--- src/rtl/pong_match_ctrl.sv ---
// pong_match_ctrl: match sequencer for the Pong datapath.
// Owns the score registers and the game-flow FSM. It gates ball motion,
// issues round/match reset pulses on game_rst_n, and decodes the
// serve/pause/restart keys. Optional feature macro: PONG_AUTO_SERVE_EN
// (SERVE also falls through to PLAY after AUTO_SERVE_TICKS game ticks).
//
// state | meaning
// IDLE  | game_rst_n held low for RST_CYCLES, then go to SERVE
// SERVE | ball frozen, waiting for the serve key
// PLAY  | ball moving, scoring enabled
// HOLD  | freeze after a point for HOLD_TICKS game ticks, then round reset
// PAUSE | ball frozen by the pause key, points ignored
// OVER  | match won, only restart has effect
module pong_match_ctrl #(
    parameter int WIN_SCORE        = 7,
    parameter int HOLD_TICKS       = 32,
    parameter int RST_CYCLES       = 4,
    parameter int AUTO_SERVE_TICKS = 64
) (
    input  logic       CLOCK_50,
    input  logic       rst_n,
    input  logic       game_tick,
    input  logic [7:0] scan_code,
    input  logic       scan_ready,
    input  logic       left_point,
    input  logic       right_point,
    output logic       motion_en,
    output logic       game_rst_n,
    output logic       serve_dir,
    output logic [2:0] scoreL,
    output logic [2:0] scoreR,
    output logic       left_win,
    output logic       right_win,
    output logic [2:0] state_dbg
);

    localparam int RW = $clog2(RST_CYCLES + 1);
    localparam int HW = $clog2(HOLD_TICKS + 1);
    localparam logic [2:0] WIN = 3'(WIN_SCORE);

    // Reject parameter sets the 3-bit score and the counters cannot represent.
    if (WIN_SCORE < 1 || WIN_SCORE > 7 || RST_CYCLES < 1 || HOLD_TICKS < 1
        || AUTO_SERVE_TICKS < 1) begin : g_param_check
        $error("pong_match_ctrl: illegal parameter value");
    end

    typedef enum logic [2:0] {
        ST_IDLE  = 3'd0,
        ST_SERVE = 3'd1,
        ST_PLAY  = 3'd2,
        ST_HOLD  = 3'd3,
        ST_PAUSE = 3'd4,
        ST_OVER  = 3'd5
    } state_t;

    state_t state, state_nxt;

    logic [RW-1:0] rst_cnt, rst_cnt_nxt;
    logic [HW-1:0] hold_cnt, hold_cnt_nxt;
    logic [2:0]    score_l_nxt, score_r_nxt;
    logic          serve_dir_nxt;
    logic          restart_clr;

    logic       break_flag;
    logic       key_valid, key_serve, key_pause, key_restart;
    logic [1:0] sync_l, sync_r;
    logic       prev_l, prev_r;
    logic       pt_l, pt_r, pt_l_only, pt_r_only;

    // Key decode: the byte after 0xF0 is a release code and never acts.
    assign key_valid   = scan_ready && !break_flag && (scan_code != 8'hF0);
    assign key_serve   = key_valid && (scan_code == 8'h29);
    assign key_pause   = key_valid && (scan_code == 8'h4D);
    assign key_restart = key_valid && (scan_code == 8'h2D);

    // Break-prefix tracker.
    always_ff @(posedge CLOCK_50 or negedge rst_n) begin
        if (!rst_n)
            break_flag <= 1'b0;
        else if (scan_ready)
            break_flag <= (scan_code == 8'hF0);
    end

    // Point inputs cross from the pixel clock: two-flop sync plus edge detect.
    always_ff @(posedge CLOCK_50 or negedge rst_n) begin
        if (!rst_n) begin
            sync_l <= 2'b00;
            sync_r <= 2'b00;
            prev_l <= 1'b0;
            prev_r <= 1'b0;
        end else begin
            sync_l <= {sync_l[0], left_point};
            sync_r <= {sync_r[0], right_point};
            prev_l <= sync_l[1];
            prev_r <= sync_r[1];
        end
    end

    assign pt_l      = sync_l[1] & ~prev_l;
    assign pt_r      = sync_r[1] & ~prev_r;
    assign pt_l_only = pt_l & ~pt_r;
    assign pt_r_only = pt_r & ~pt_l;

`ifdef PONG_AUTO_SERVE_EN
    localparam int AW = $clog2(AUTO_SERVE_TICKS + 1);
    logic [AW-1:0] auto_cnt, auto_cnt_nxt;

    // Auto-serve timer, reloaded whenever SERVE is entered.
    always_ff @(posedge CLOCK_50 or negedge rst_n) begin
        if (!rst_n)
            auto_cnt <= AW'(AUTO_SERVE_TICKS);
        else
            auto_cnt <= auto_cnt_nxt;
    end
`endif

    // State, counter and score registers; motion/reset outputs follow next state.
    always_ff @(posedge CLOCK_50 or negedge rst_n) begin
        if (!rst_n) begin
            state      <= ST_IDLE;
            rst_cnt    <= RW'(RST_CYCLES);
            hold_cnt   <= HW'(HOLD_TICKS);
            scoreL     <= 3'd0;
            scoreR     <= 3'd0;
            serve_dir  <= 1'b0;
            left_win   <= 1'b0;
            right_win  <= 1'b0;
            motion_en  <= 1'b0;
            game_rst_n <= 1'b0;
        end else begin
            state      <= state_nxt;
            rst_cnt    <= rst_cnt_nxt;
            hold_cnt   <= hold_cnt_nxt;
            scoreL     <= score_l_nxt;
            scoreR     <= score_r_nxt;
            serve_dir  <= serve_dir_nxt;
            left_win   <= restart_clr ? 1'b0 : (scoreL == WIN);
            right_win  <= restart_clr ? 1'b0 : (scoreR == WIN);
            motion_en  <= (state_nxt == ST_PLAY);
            game_rst_n <= (state_nxt != ST_IDLE);
        end
    end

    // Next-state, counter and score logic.
    always_comb begin
        state_nxt     = state;
        rst_cnt_nxt   = rst_cnt;
        hold_cnt_nxt  = hold_cnt;
        score_l_nxt   = scoreL;
        score_r_nxt   = scoreR;
        serve_dir_nxt = serve_dir;
        restart_clr   = 1'b0;
`ifdef PONG_AUTO_SERVE_EN
        auto_cnt_nxt  = auto_cnt;
`endif

        case (state)
            ST_IDLE: begin
                if (rst_cnt <= RW'(1))
                    state_nxt = ST_SERVE;
                else
                    rst_cnt_nxt = rst_cnt - RW'(1);
            end
            ST_SERVE: begin
                if (key_serve)
                    state_nxt = ST_PLAY;
`ifdef PONG_AUTO_SERVE_EN
                else if (game_tick) begin
                    if (auto_cnt <= AW'(1))
                        state_nxt = ST_PLAY;
                    else
                        auto_cnt_nxt = auto_cnt - AW'(1);
                end
`endif
            end
            ST_PLAY: begin
                if (pt_l_only) begin
                    score_l_nxt   = (scoreL == WIN) ? WIN : scoreL + 3'd1;
                    serve_dir_nxt = 1'b1;
                    state_nxt     = (score_l_nxt == WIN) ? ST_OVER : ST_HOLD;
                end else if (pt_r_only) begin
                    score_r_nxt   = (scoreR == WIN) ? WIN : scoreR + 3'd1;
                    serve_dir_nxt = 1'b0;
                    state_nxt     = (score_r_nxt == WIN) ? ST_OVER : ST_HOLD;
                end else if (key_pause) begin
                    state_nxt = ST_PAUSE;
                end
            end
            ST_HOLD: begin
                if (game_tick) begin
                    if (hold_cnt <= HW'(1))
                        state_nxt = ST_IDLE;
                    else
                        hold_cnt_nxt = hold_cnt - HW'(1);
                end
            end
            ST_PAUSE: begin
                if (key_pause)
                    state_nxt = ST_PLAY;
            end
            ST_OVER: begin
            end
            default: state_nxt = ST_IDLE;
        endcase

        // Restart overrides whatever the state decided this cycle.
        if (key_restart && state != ST_IDLE) begin
            state_nxt     = ST_IDLE;
            score_l_nxt   = 3'd0;
            score_r_nxt   = 3'd0;
            serve_dir_nxt = 1'b0;
            restart_clr   = 1'b1;
        end

        // Timers reload on every state change so each entry starts fresh.
        if (state_nxt != state) begin
            rst_cnt_nxt  = RW'(RST_CYCLES);
            hold_cnt_nxt = HW'(HOLD_TICKS);
`ifdef PONG_AUTO_SERVE_EN
            auto_cnt_nxt = AW'(AUTO_SERVE_TICKS);
`endif
        end
    end

    assign state_dbg = state;

endmodule

--- config.mk ---
export PLATFORM = sky130hd
export DESIGN_NAME = pong_match_ctrl
export DESIGN_NICKNAME = d
export VERILOG_FILES = /design/src/rtl/pong_match_ctrl.sv
export SDC_FILE = /design/constraint.sdc
export NUM_CORES = 1
export LEC_CHECK = 0
export ABC_AREA = 1
export BUFFER_PORTS_ARGS = -buffer_cell sky130_fd_sc_hd__buf_2
export CAP_MARGIN = 5
export CORE_MARGIN = 4
export CORE_UTILIZATION = 53
export CTS_BUF_LIST = sky130_fd_sc_hd__clkbuf_2
export CTS_CLUSTER_DIAMETER = 60
export DETAILED_ROUTE_END_ITERATION = 7
export PLACE_DENSITY = 0.78
export SYNTH_ARGS = -nofsm -noshare
export SYNTH_HDL_FRONTEND = slang
export SYNTH_SLANG_ARGS = --single-unit
--- constraint.sdc ---
create_clock -name CLOCK_50 -period 1.7 [get_ports CLOCK_50]
set_input_delay 0.34 -clock CLOCK_50 [delete_from_list [all_inputs] [get_ports CLOCK_50]]
set_output_delay 0.34 -clock CLOCK_50 [all_outputs]
set_load 0.01 [all_outputs]
== Word-level counts from Yosys, hierarchy flattened ==
Index checks and enable logic that the tools add are counted.

* Register bits: 30
* Output and inout bits: 14

* Add/subtract/negate cells: 4
* Order comparisons: 2
* Equal/unequal tests: 19
* Muxes and demuxes: 35
* Bitwise gates (word level): 8
* Reduce and logical (&&, ||, !) cells: 22

{| class="wikitable"
|+ Operator list
! kind !! number
|-
| 2-to-1 mux 3 bit || 23
|-
| 2-to-1 mux 6 bit || 4
|-
| == test 3 bit, second input constant || 6
|-
| one-hot mux 3 bit (6 select lines) || 1
|-
| == test 8 x 6 -> 1 bit, second input constant || 2
|-
| nonzero test 2 bit || 6
|-
| == test 3 x 2 -> 1 bit, second input constant || 3
|-
| nonzero test 3 bit || 3
|-
| == test 8 x 7 -> 1 bit, second input constant || 1
|-
| == test 8 bit, second input constant || 1
|-
| inequality test 8 bit, second input constant || 1
|-
| 2-to-1 mux 1 bit || 7
|-
| adder 3 x 1 -> 3 bit, second input constant || 2
|-
| <= comparator 6 x 1 -> 1 bit, second input constant || 1
|-
| logical AND 1 bit || 6
|-
| inequality test 2 x 1 -> 1 bit, second input constant || 3
|-
| AND reduction 2 bit || 3
|-
| AND reduction 3 bit || 2
|-
| subtractor 6 x 1 -> 6 bit, second input constant || 1
|-
| bitwise AND 1 bit || 4
|-
| inverter 1 bit || 4
|-
| == test 3 x 1 -> 1 bit, second input constant || 1
|-
| <= comparator 3 x 1 -> 1 bit, second input constant || 1
|-
| logical NOT 3 bit || 1
|-
| other kinds (3) || 3
|}

== Depth between registers and ports, before layout ==
Gate-level depths: netlist (run 1).

* Word-level depth: 12
* Gate-level depth with buffers: 16
* Mapped depth without buffers: 16

== Least setup slack after synthesis (run 1) ==
OpenSTA, ideal clock, no wires.

* Path kind: register to register
* From: reg scoreL[0]
* To: reg rst_cnt[1]
* Library setup time: 122 ps
* Arrival time: 1687 ps
* Required time: 1578 ps
* Path slack: -109 ps
* Cell stages (with the launch flop): 11
* Path buffers: 0
* Cells stage by stage: dfrtp_1 > ha_1 > or2_2 > a31oi_1 > nor2_1 > nand2_1 > nand2_1 > a21oi_1 > nor2_4 > nand2_4 > nor2_2

* Longest elaborated chain between the ends: 10
* Elaborated cells on any way between the ends: 13
* Classes of those cells: add/sub: 1; eq/ne: 4; mux: 6; reduce/logical: 2

{| class="wikitable"
|+ Ends and longest elaborated chain
! what !! RTL line !! text
|-
| from (decl) || 30 || <nowiki>output logic [2:0] scoreL,</nowiki>
|-
| from (signal assigned) || 134 || <nowiki>scoreL <= score_l_nxt;</nowiki>
|-
| adder 3 x 1 -> 3 bit / == test 3 bit (equally long branches) || 178 || <nowiki>score_l_nxt = (scoreL == WIN) ? WIN : scoreL + 3'd1;</nowiki>
|-
| 2-to-1 mux 3 bit * || 178 ||
|-
| == test 3 bit * || 180 || <nowiki>state_nxt = (score_l_nxt == WIN) ? ST_OVER : ST_HOLD;</nowiki>
|-
| 2-to-1 mux 3 bit * || 180 ||
|-
| 2-to-1 mux 3 bit * || 177 || <nowiki>if (pt_l_only) begin</nowiki>
|-
| one-hot mux 3 bit (6 select lines) * || 157 || <nowiki>case (state)</nowiki>
|-
| 2-to-1 mux 3 bit * || 207 || <nowiki>if (key_restart && state != ST_IDLE) begin</nowiki>
|-
| inequality test 3 bit * || 216 || <nowiki>if (state_nxt != state) begin</nowiki>
|-
| inequality test 2 x 1 -> 1 bit (no source line) / nonzero test 2 bit (equally long branches) || n/a ||
|-
| AND reduction 2 bit (no source line) || n/a ||
|-
| to (signal assigned) || 121 || <nowiki>rst_cnt <= RW'(RST_CYCLES);</nowiki>
|-
| to (signal assigned) || 132 || <nowiki>rst_cnt <= rst_cnt_nxt;</nowiki>
|-
| to (decl) || 58 || <nowiki>logic [RW-1:0] rst_cnt, rst_cnt_nxt;</nowiki>
|}

Every way passes the cells marked *; elsewhere a longest branch is shown, timed or not.
A chain may end at the register's enable or synchronous reset.

== Final worst setup path (run 1) ==
* From: reg hold_cnt[0]
* To: reg rst_cnt[1]

* Longest elaborated chain between the ends: 8
* Elaborated cells on any way between the ends: 10
* Classes of those cells: order compare: 1; eq/ne: 2; mux: 5; reduce/logical: 2

{| class="wikitable"
|+ Ends and longest elaborated chain
! what !! RTL line !! text
|-
| from (decl) || 59 || <nowiki>logic [HW-1:0] hold_cnt, hold_cnt_nxt;</nowiki>
|-
| from (signal assigned) || 122 || <nowiki>hold_cnt <= HW'(HOLD_TICKS);</nowiki>
|-
| from (signal assigned) || 133 || <nowiki>hold_cnt <= hold_cnt_nxt;</nowiki>
|-
| <= comparator 6 x 1 -> 1 bit * || 191 || <nowiki>if (hold_cnt <= HW'(1))</nowiki>
|-
| 2-to-1 mux 3 bit * || 191 ||
|-
| 2-to-1 mux 3 bit * || 190 || <nowiki>if (game_tick) begin</nowiki>
|-
| one-hot mux 3 bit (6 select lines) * || 157 ||
|-
| 2-to-1 mux 3 bit * || 207 ||
|-
| inequality test 3 bit * || 216 ||
|-
| inequality test 2 x 1 -> 1 bit (no source line) / nonzero test 2 bit (equally long branches) || n/a ||
|-
| AND reduction 2 bit (no source line) || n/a ||
|}

Marks and branches as above.

==> results of run 1 <==
power by group through the flow:
stage | clock network [mW] | registers [mW] | logic (mW)
floorplan | 0 | 0.933 | 0.664
global placement | 0 | 0.901 | 1.03
detailed placement | 0 | 0.900 | 1.03
CTS | 0.364 | 0.888 | 1.10
global route | 0.393 | 0.904 | 1.27
finish | 0.344 | 0.892 | 1.11
cells in the mapped netlist, drive strengths merged:
| master | number |
|---|---|
| inv | 41 |
| o21bai | 1 |
| nand2 | 50 |
| nor3 | 5 |
| dfrtp | 28 |
| and3 | 1 |
| a31oi | 1 |
| or2 | 1 |
| nand3 | 18 |
| nand4 | 2 |
| a21oi | 5 |
| nor2 | 41 |
| o21ai | 4 |
| ha | 8 |
| xor2 | 7 |
| o211ai | 1 |
| a311oi | 1 |
| a21boi | 3 |
| a211oi | 1 |
| nor4 | 1 |
| dfstp | 2 |
cell families after synthesis:
family / synth area share [%]
DFF: 42.60
adders and majority gates: 5.662
xor gates and xnor gates: 3.468
AOI/OAI and AO/OA: 6.583
buffers and inverters: 8.705
and+or+nand+nor: 32.98
layer usage:
layer  vias to the layer above  global-route usage [%]  share of wire [%]
met1                       713                   22.32                 46
li1                        812                       -                  -
met5                         -                       0                  0
met3                         6                   5.812                5.1
met2                        31                   30.66                 47
met4                         0                   6.995                1.7
state kept, by name, indices dropped and copies added (netlist names), 2 cells and up:
name	count
sync_l	2
rst_cnt	3
scoreL	3
hold_cnt	6
sync_r	2
scoreR	3
state_dbg	3
what timing repair did:
item                                    4_1_cts  5_1_grt
endpoints found under the setup margin       11       15
hold buffers                                  1        0
pin swaps                                    17        5
buffers inserted                              5        3
hold endpoints to repair                     28        0
gates resized for setup                       6        9
area by class of cell:
| cell class | instances | area (sq um) |
|---|---|---|
| clock inverters | 3 | 16.27 |
| inverters | 41 | 153.9 |
| repair buffers | 55 | 351.6 |
| clock buffers | 5 | 25.02 |
| fillers | 252 | 847.1 |
| well taps | 44 | 55.05 |
| flip-flops and latches | 30 | 757.0 |
| multi-input cells | 151 | 922.1 |
stage by stage:
step | cells | cell area (sq um) | setup TNS [ns] | utilization (%)
floorplan | 222 | 1807 | 0 | -
global placement | 314 | 2155 | -0.8970 | 68.88
detailed placement | 314 | 2155 | -1.390 | 68.88
CTS | 327 | 2251 | -0.9836 | 71.96
global route | 329 | 2281 | -3.317 | 72.92
finish | 329 | 2281 | -1.371 | 72.92
critical path: stages (launching register included):
cell and delay [ns]:
dfrtp_1 0.44, inv_1 0.08, ha_2 0.19, nor2_2 0.04
nor2_1 0.08, inv_1 0.06, o21bai_1 0.19, and3_1 0.22
nand2_2 0.07, nand2_2 0.07, nand2_1 0.06, nand2_2 0.10
nand2_4 0.10, nor2_2 0.11
path summary, 6_finish.rpt:
check / from / end / slack, ns / cells past startpoint
max: hold_cnt[0]$_DFFE_PN0P_ / rst_cnt[1]$_DFFE_PN0P_ / -0.17 / 13
min: right_point / sync_r[0]$_DFF_PN0_ / 0.07 / 1
max reg2reg: hold_cnt[0]$_DFFE_PN0P_ / rst_cnt[1]$_DFFE_PN0P_ / -0.17 / 13
min reg2reg: sync_l[0]$_DFF_PN0_ / sync_l[1]$_DFF_PN0_ / 0.37 / 0
max in group asynchronous: rst_n / scoreL[0]$_DFFE_PN0P_ / 0.75 / 2
min in group asynchronous: rst_n / scoreL[2]$_DFFE_PN0P_ / 0.49 / 2
==> impl_metrics.json, run 1 <==
{
  "finalClockSkew_ns": 0.01636,
  "viasPerCell": 4.748,
  "die_x_microns": 65.76,
  "grt_pass1_vias": 1506,
  "finalSetupViolations": 10,
  "detail_route.wl_per_cell_microns": 10.75,
  "synth_seq_cells": 30,
  "first_pass_iters": 6,
  "irDropWorstVdd_mv": 0.7062,
  "violations": "setup timing",
  "coreArea_sq_mm": 0.003128,
  "p_sw_mw": 0.9824,
  "timing.final.ws_setup_ns": -0.1658,
  "initial_core_util_pct": 56.52,
  "max_slew_margin_pct": 58.14,
  "rsz0062_at_grt": "true",
  "p_comb_share_pct": 47.3,
  "rows": 20,
  "cts_tree": "built",
  "synthToLayoutAreaGrowth_pct": 29.02,
  "pwr-share-clk_pct": 14.7,
  "overflow": 0,
  "clk_latency_ns": 0.37,
  "seq_power_share_pct": 38.0,
  "ios": 28,
  "whs_ns": 0.07342,
  "clock_sinks": 30,
  "synth_nets": 244,
  "cp-end-kind": "register",
  "leakage_nw": 1.187,
  "power_mw": 2.345,
  "final_common_cell": "nand2_1",
  "drive_above_1_share_pct": 40.70,
  "vias": 1562,
  "totalWireLength_mm": 3.538,
  "max_freq_mhz": 536.0,
  "status": "finished with violations",
  "hp-class": "input port to register",
  "yosys.area.top_type_share_pct": 39.63,
  "cts_buffers": 5,
  "timing.final.crit_share_pct": 109.8,
  "p_sw_share_pct": 41.89,
  "port_buffers": 27,
  "hold_viol_final": 0,
  "required_ns": 2.02,
  "grt_antenna_before_repair": 0,
  "synth_area_sq_mm": 0.001768,
  "nets": 306,
  "synth.area.top_cells": "dfrtp_1, nand2_1, inv_1",
  "yosysWarnings": 0,
  "cp.arrival_ns": 2.18,
  "slew_viol_final": 0,
  "synth_seq_area_share_pct": 42.60,
  "grt_max_degree": 31,
  "h-tree-depth": 2,
  "antenna_violating_nets_post_route": 0,
  "antenna_cells": 0,
  "clockBufferDepth": 2,
  "die_y_microns": 65.76,
  "critPathLaunchType": "register",
  "syn_inst": 222,
  "yosysTopAreaCell": "dfrtp_1",
  "gp_routability_congestion": 0.7808,
  "crit_fanout": 7,
  "period_needed_ns": 1.866,
  "clkTransAtPathRegs_ns": 0.16,
  "drc": 0,
  "grt_pass1_wl_mm": 6.044,
  "internal-power_mw": 1.363,
  "layout_common_cells": "nand2_1, inv_1, buf_2",
  "power_density_mw_per_mm2": 1028,
  "drt_iter0_drc": 54,
  "worst_pin_slew_ns": 0.6279,
  "hpwl_mm": 2.540,
  "die_area_sq_mm": 0.004324,
  "max_cap_viol_count": 0,
  "place_ws_ns": -0.1790,
  "avgSynthCellArea_sq_um": 7.964,
  "worst-setup-path-type": "register to register",
  "yosysUniqueCellTypes": 31,
  "root_buffer": "clkbuf_2",
  "grt_usage_pct": 18.51
}
No activity file was read; power rests on OpenSTA's default activity.
==> run 2, diff against run 1 <==
--- a/config.mk
+++ b/config.mk
@@ -9,11 +9,10 @@
 export BUFFER_PORTS_ARGS = -buffer_cell sky130_fd_sc_hd__buf_2
 export CAP_MARGIN = 5
 export CORE_MARGIN = 4
-export CORE_UTILIZATION = 53
-export CTS_BUF_LIST = sky130_fd_sc_hd__clkbuf_2
+export CORE_UTILIZATION = 50
 export CTS_CLUSTER_DIAMETER = 60
 export DETAILED_ROUTE_END_ITERATION = 7
-export PLACE_DENSITY = 0.78
+export PLACE_DENSITY = 0.75
 export SYNTH_ARGS = -nofsm -noshare
 export SYNTH_HDL_FRONTEND = slang
 export SYNTH_SLANG_ARGS = --single-unit
==> run 2 against run 1 <==
Compared with the run above:
- the run still ends with setup timing left
- combinational power is 5% higher
- fmax grew 5.2%
- sequential share of layout area shrank 1.2 points
- sequential power hardly changed
- clock skew shrank 0.0084 ns
- core utilization is 2.5 points lower
- count of clock-buffer cells in the layout increased by 2
- clock power is 26% higher
- die area increased by 5.3%
- largest power group unchanged
==> impl_metrics.json, run 2 (synthesized netlist as in run 1, its figures left out) <==
{
  "largest_reg_flops": 6,
  "max_slew_margin_pct": 56.35,
  "clkTransAtPathRegs_ns": 0.09,
  "crit_fanout": 7,
  "first_pass_iters": 4,
  "nets": 306,
  "cp.arrival_ns": 2.04,
  "place_area_sq_mm": 0.002150,
  "grt_antenna_before_repair": 0,
  "timing.final.ws_setup_ns": -0.07289,
  "leakage_nw": 1.211,
  "drive_above_1_share_pct": 44.21,
  "cts_tree": "built",
  "slowest_delay_ns": 0.39,
  "overflow": 0,
  "antenna_cells": 0,
  "viasPerCell": 4.758,
  "antenna_violating_nets_post_route": 0,
  "grt_pass1_wl_mm": 6.065,
  "finalSetupViolations": 9,
  "max_freq_mhz": 564.1,
  "worst_pin_slew_ns": 0.6548,
  "topRoutingLayerUsed": "met4",
  "irDropWorstVdd_mv": 0.8401,
  "die_y_microns": 67.47,
  "die_x_microns": 67.47,
  "h-tree-depth": 2,
  "layout_common_cells": "nand2_1, inv_1, buf_4",
  "root_buffer": "clkbuf_4",
  "vias": 1575,
  "period_needed_ns": 1.773,
  "path_delay_family": "simple AND/OR/NAND/NOR gates",
  "grt_max_degree": 31,
  "ff2ff_setup_slack_ns": -0.07,
  "coreArea_sq_mm": 0.003363,
  "wl_met1_mm": 1.546,
  "final.setup.tns_ns": -0.5864,
  "critPathLaunchType": "register",
  "status": "finished with violations",
  "place_ws_ns": -0.1689,
  "whs_ns": 0.03450,
  "port_buffers": 27,
  "ios": 28,
  "drc": 0,
  "rows": 21,
  "path_cells": "inv_2 > nor2_4 > buf_4 > ha_4 > nand4_4 > nand3_2 > nor2_2 > nand3_2 > nand3_1 > nand2_1 > inv_2 > nand2_2 > nor2_4 > nand2_4 > nor2_2",
  "rsz0062_at_grt": "true",
  "stdcell_area_sq_mm": 0.002370,
  "cp-end-kind": "register",
  "finalClockSkew_ns": 0.008002,
  "power_mw": 2.499,
  "drt_iter0_drc": 50,
  "dr_wl_met2_mm": 1.746,
  "detail_route.wl_per_cell_microns": 10.75,
  "grt_usage_pct": 18.08,
  "timing.final.crit_share_pct": 104.3,
  "totalWireLength_mm": 3.557,
  "initial_core_util_pct": 52.57,
  "power_density_mw_per_mm2": 1055,
  "hpwl_mm": 2.595,
  "grt_pass1_vias": 1473,
  "critPathBufInv": 3,
  "synthToLayoutAreaGrowth_pct": 34.04,
  "clock_sinks": 30,
  "wl_met3_microns": 192,
  "clk_latency_ns": 0.33,
  "gp_routability_congestion": 0.7891,
  "slew_viol_final": 0,
  "max_cap_viol_count": 0,
  "final_common_cell": "nand2_1",
  "die_area_sq_mm": 0.004552,
  "clockBufferDepth": 2,
  "largest_register": "hold_cnt",
  "hold_viol_final": 0,
  "worst-setup-path-type": "register to register",
  "cts_buffers": 5,
  "hp-class": "input port to async pin",
  "slowest_stage": "dfrtp_1",
  "required_ns": 1.96,
  "violations": "setup timing"
}
[run 2: changes by cell type in the layout (fill, tap and decap cells not counted), sizes merged]
cell         delta
clkbuf          +2
buf             +1
clkinv          -1
dlygate4sd3     -1
clkinvlp        -1
[run 2: metal layers]
layer	vias to the layer above	global-route usage [%]
met5	-	0
met4	0	8.354
met3	5	5.158
met2	34	30.86
met1	722	20.76
li1	814	-
[run 2: where the power goes]
group	switching (mW)	total, mW	leakage (nW)	internal [mW]
Combinational	0.697	1.17	0.811	0.477
Clock	0.234	0.434	0.0353	0.200
Sequential	0.0715	0.891	0.364	0.819
Total	1.00	2.50	1.21	1.50
[run 2: cell type report]
cell class | instances | area [sq um]
Sequential cell | 30 | 758.2
Clock buffer | 7 | 55.05
Multi-Input combinational cell | 151 | 992.2
Timing Repair Buffer | 55 | 345.3
Tap cell | 46 | 57.56
Fill cell | 278 | 993.5
Clock inverter | 1 | 5.005
Inverter | 41 | 156.4
[run 2: per-stage QoR]
| step | utilization [%] | cells |
|---|---|---|
| 2_1_floorplan | - | 222 |
| 3_3_place_gp | 63.91 | 315 |
| 3_5_place_dp | 63.91 | 315 |
| 4_1_cts | 68.15 | 326 |
| 5_1_grt | 70.46 | 331 |
| 6_report | 70.46 | 331 |
[run 2: path summary, 6_finish.rpt]
check / endpoint / cells past startpoint / from
min in group CLOCK_50: sync_r[0]$_DFF_PN0_ / 1 / right_point
setup / recovery: rst_cnt[0]$_DFFE_PN0P_ / 15 / sync_l[1]$_DFF_PN0_
setup reg to reg: rst_cnt[0]$_DFFE_PN0P_ / 15 / sync_l[1]$_DFF_PN0_
hold reg to reg: sync_l[1]$_DFF_PN0_ / 0 / sync_l[0]$_DFF_PN0_
hold / removal: scoreR[0]$_DFFE_PN0P_ / 1 / rst_n
max in group asynchronous: scoreL[0]$_DFFE_PN0P_ / 1 / rst_n
[run 2: worst reg2reg max path: cells and delay by family, from the launching register on]
family | cells | cell delay (ns)
buffers and inverters | 3 | 0.25
AND/OR/NAND/NOR | 11 | 0.91
adder cells (fa/ha/maj) | 1 | 0.17
flip-flops | 1 | 0.39
[run 2: timing repair]
| item | CTS | global route |
|---|---|---|
| resized for setup | 17 | 13 |
| hold buffers | 0 | 0 |
| setup endpoints to repair | 10 | 16 |
| pin swaps | 7 | 16 |
| setup buffers | 3 | 6 |
==> run 3, diff against run 2 <==
--- a/config.mk
+++ b/config.mk
@@ -12,7 +12,9 @@
 export CORE_UTILIZATION = 50
 export CTS_CLUSTER_DIAMETER = 60
 export DETAILED_ROUTE_END_ITERATION = 7
+export GPL_ROUTABILITY_DRIVEN = 0
 export PLACE_DENSITY = 0.75
+export RECOVER_POWER = 25
 export SYNTH_ARGS = -nofsm -noshare
 export SYNTH_HDL_FRONTEND = slang
 export SYNTH_SLANG_ARGS = --single-unit
==> run 3 against run 2 <==
Compared with the run above:
- the flow finishes with violations (capacitance limit, slew limit, setup timing)
- cell count unchanged
- first-iteration DRC count decreased by 4.0%
- fmax about the same
- combinational power about the same
- wire length increased by 0.34%
- clock skew about the same
- count of clock-buffer cells in the layout unchanged
- flip-flop and latch count unchanged
- sequential power about the same
- core utilization about the same
- critical endpoint unchanged
- largest power group unchanged
- clock power about the same
- final area about the same
==> impl_metrics.json, run 3 (synthesized netlist as in run 1, its figures left out) <==
{
  "drt_iter0_drc": 48,
  "die_area_sq_mm": 0.004552,
  "place_ws_ns": -0.1689,
  "grt_max_degree": 31,
  "hp-class": "input port to register",
  "cp-end-kind": "register",
  "irDropWorstVdd_mv": 0.8401,
  "rows": 21,
  "first_pass_iters": 4,
  "leakage_nw": 1.208,
  "synthToLayoutAreaGrowth_pct": 33.97,
  "slowest_stage": "dfrtp_1",
  "initial_core_util_pct": 52.57,
  "max_freq_mhz": 564.0,
  "clk_latency_ns": 0.33,
  "grt_antenna_before_repair": 0,
  "largest_reg_flops": 6,
  "cp.arrival_ns": 2.04,
  "power_mw": 2.498,
  "clockBufferDepth": 2,
  "coreArea_sq_mm": 0.003363,
  "layout_common_cells": "nand2_1, inv_1, buf_4",
  "stdcell_area_sq_mm": 0.002369,
  "max_slew_margin_pct": -5.422,
  "ios": 28,
  "stdcell_count": 331,
  "antenna_violating_nets_post_route": 0,
  "vias": 1574,
  "rsz0062_at_grt": "true",
  "drc": 0,
  "slowest_delay_ns": 0.39,
  "die_y_microns": 67.47,
  "h-tree-depth": 2,
  "clock_sinks": 30,
  "drive_above_1_share_pct": 43.86,
  "largest_register": "hold_cnt",
  "max_cap_viol_count": 1,
  "hpwl_mm": 2.595,
  "worst-setup-path-type": "register to register",
  "finalClockSkew_ns": 0.007991,
  "pwr-share-clk_pct": 17.4,
  "port_buffers": 27,
  "timing.final.crit_share_pct": 104.3,
  "path_cells": "inv_2 > nor2_4 > buf_4 > ha_4 > nand4_4 > nand3_2 > nor2_2 > nand3_2 > nand3_1 > nand2_1 > inv_2 > nand2_2 > nor2_4 > nand2_4 > nor2_2",
  "p_sw_mw": 1.002,
  "cts_tree": "built",
  "crit_fanout": 7,
  "grt_pass1_vias": 1473,
  "overflow": 0,
  "placedCellCount": 315,
  "period_needed_ns": 1.773,
  "timing.final.ws_setup_ns": -0.07306,
  "status": "finished with violations",
  "totalWireLength_mm": 3.569,
  "final_core_util_pct": 70.42,
  "final_common_cell": "nand2_1",
  "nets": 306,
  "p_sw_share_pct": 40.11,
  "seq_power_share_pct": 35.7,
  "die_x_microns": 67.47,
  "worst_pin_slew_ns": 1.581,
  "hold_viol_final": 0,
  "p_comb_share_pct": 47.0,
  "slew_viol_final": 31,
  "critPathLaunchType": "register",
  "grt_pass1_wl_mm": 6.065,
  "place_area_sq_mm": 0.002150,
  "internal-power_mw": 1.496,
  "nFillCells": 276,
  "violations": "capacitance limit, slew limit, setup timing",
  "grt_usage_pct": 18.08,
  "viasPerCell": 4.755,
  "finalSetupViolations": 9,
  "root_buffer": "clkbuf_4",
  "required_ns": 1.96,
  "detail_route.wl_per_cell_microns": 10.78,
  "cts_buffers": 5,
  "clkTransAtPathRegs_ns": 0.09,
  "power_density_mw_per_mm2": 1055,
  "antenna_cells": 0
}
-- run 3: cell types whose count changed in the layout (fill, tap and decap cells not counted), sizes merged --
cell	previous run	this run
buf	55	54
clkbuf	7	8
-- run 3: timing repair --
item	4_1_cts	5_1_grt
hold buffers	0	0
resized for setup	17	13
pin swaps	7	16
hold endpoints to repair	0	0
buffers inserted	3	6
setup endpoints to repair	10	16
-- run 3: worst max-delay path, delay by kind of cell (launching register included) --
family / cells / cell delay (ns)
simple gates: 11 / 0.90
buf+inv: 3 / 0.25
fa+ha+maj: 1 / 0.17
flops: 1 / 0.39
-- run 3: final timing paths --
path	startpoint	to	slack, ns	depth (start not counted)
max	sync_l[1]$_DFF_PN0_	rst_cnt[0]$_DFFE_PN0P_	-0.07	15
min in group asynchronous	rst_n	scoreR[0]$_DFFE_PN0P_	0.39	1
max in group asynchronous	rst_n	scoreL[0]$_DFFE_PN0P_	0.27	1
min reg2reg	sync_l[0]$_DFF_PN0_	sync_l[1]$_DFF_PN0_	0.36	0
max reg2reg	sync_l[1]$_DFF_PN0_	rst_cnt[0]$_DFFE_PN0P_	-0.07	15
min	right_point	sync_r[0]$_DFF_PN0_	0.11	1
-- run 3: layout make-up --
type,instances,area (sq um),share of cell area (%)
Multi-Input combinational cell,151,992.2,41.89
Sequential cell,30,758.2,32.01
Inverter,41,156.4,6.603
Timing Repair Buffer,55,344.1,14.53
Clock inverter,1,5.005,0.2113
Clock buffer,7,55.05,2.324
Tap cell,46,57.56,2.430
-- run 3: power groups by stage --
stage               clock network (mW)  logic [mW]  registers, mW
global route                     0.488        1.30          0.907
CTS                              0.454        1.12          0.887
finish                           0.434        1.17          0.891
floorplan                            0       0.664          0.933
global placement                     0        1.02          0.894
detailed placement                   0        1.04          0.897
-- run 3: per-layer routing --
metal	up-vias	routed length, microns	track usage, %
li1	814	-	-
met4	0	72	8.354
met1	721	1547	20.76
met3	5	192	5.158
met5	-	0	0
met2	34	1757	30.86
-- run 3: through the flow --
| step | setup TNS, ns | hold WS [ns] |
|---|---|---|
| 3_5_place_dp | -1.253 | 0.3419 |
| 3_3_place_gp | -0.8687 | 0.3331 |
| 4_1_cts | -0.6304 | 0.04312 |
| 6_report | -0.5885 | 0.1119 |
| 5_1_grt | -2.423 | 0.08672 |
| 2_1_floorplan | 0 | 0.04441 |
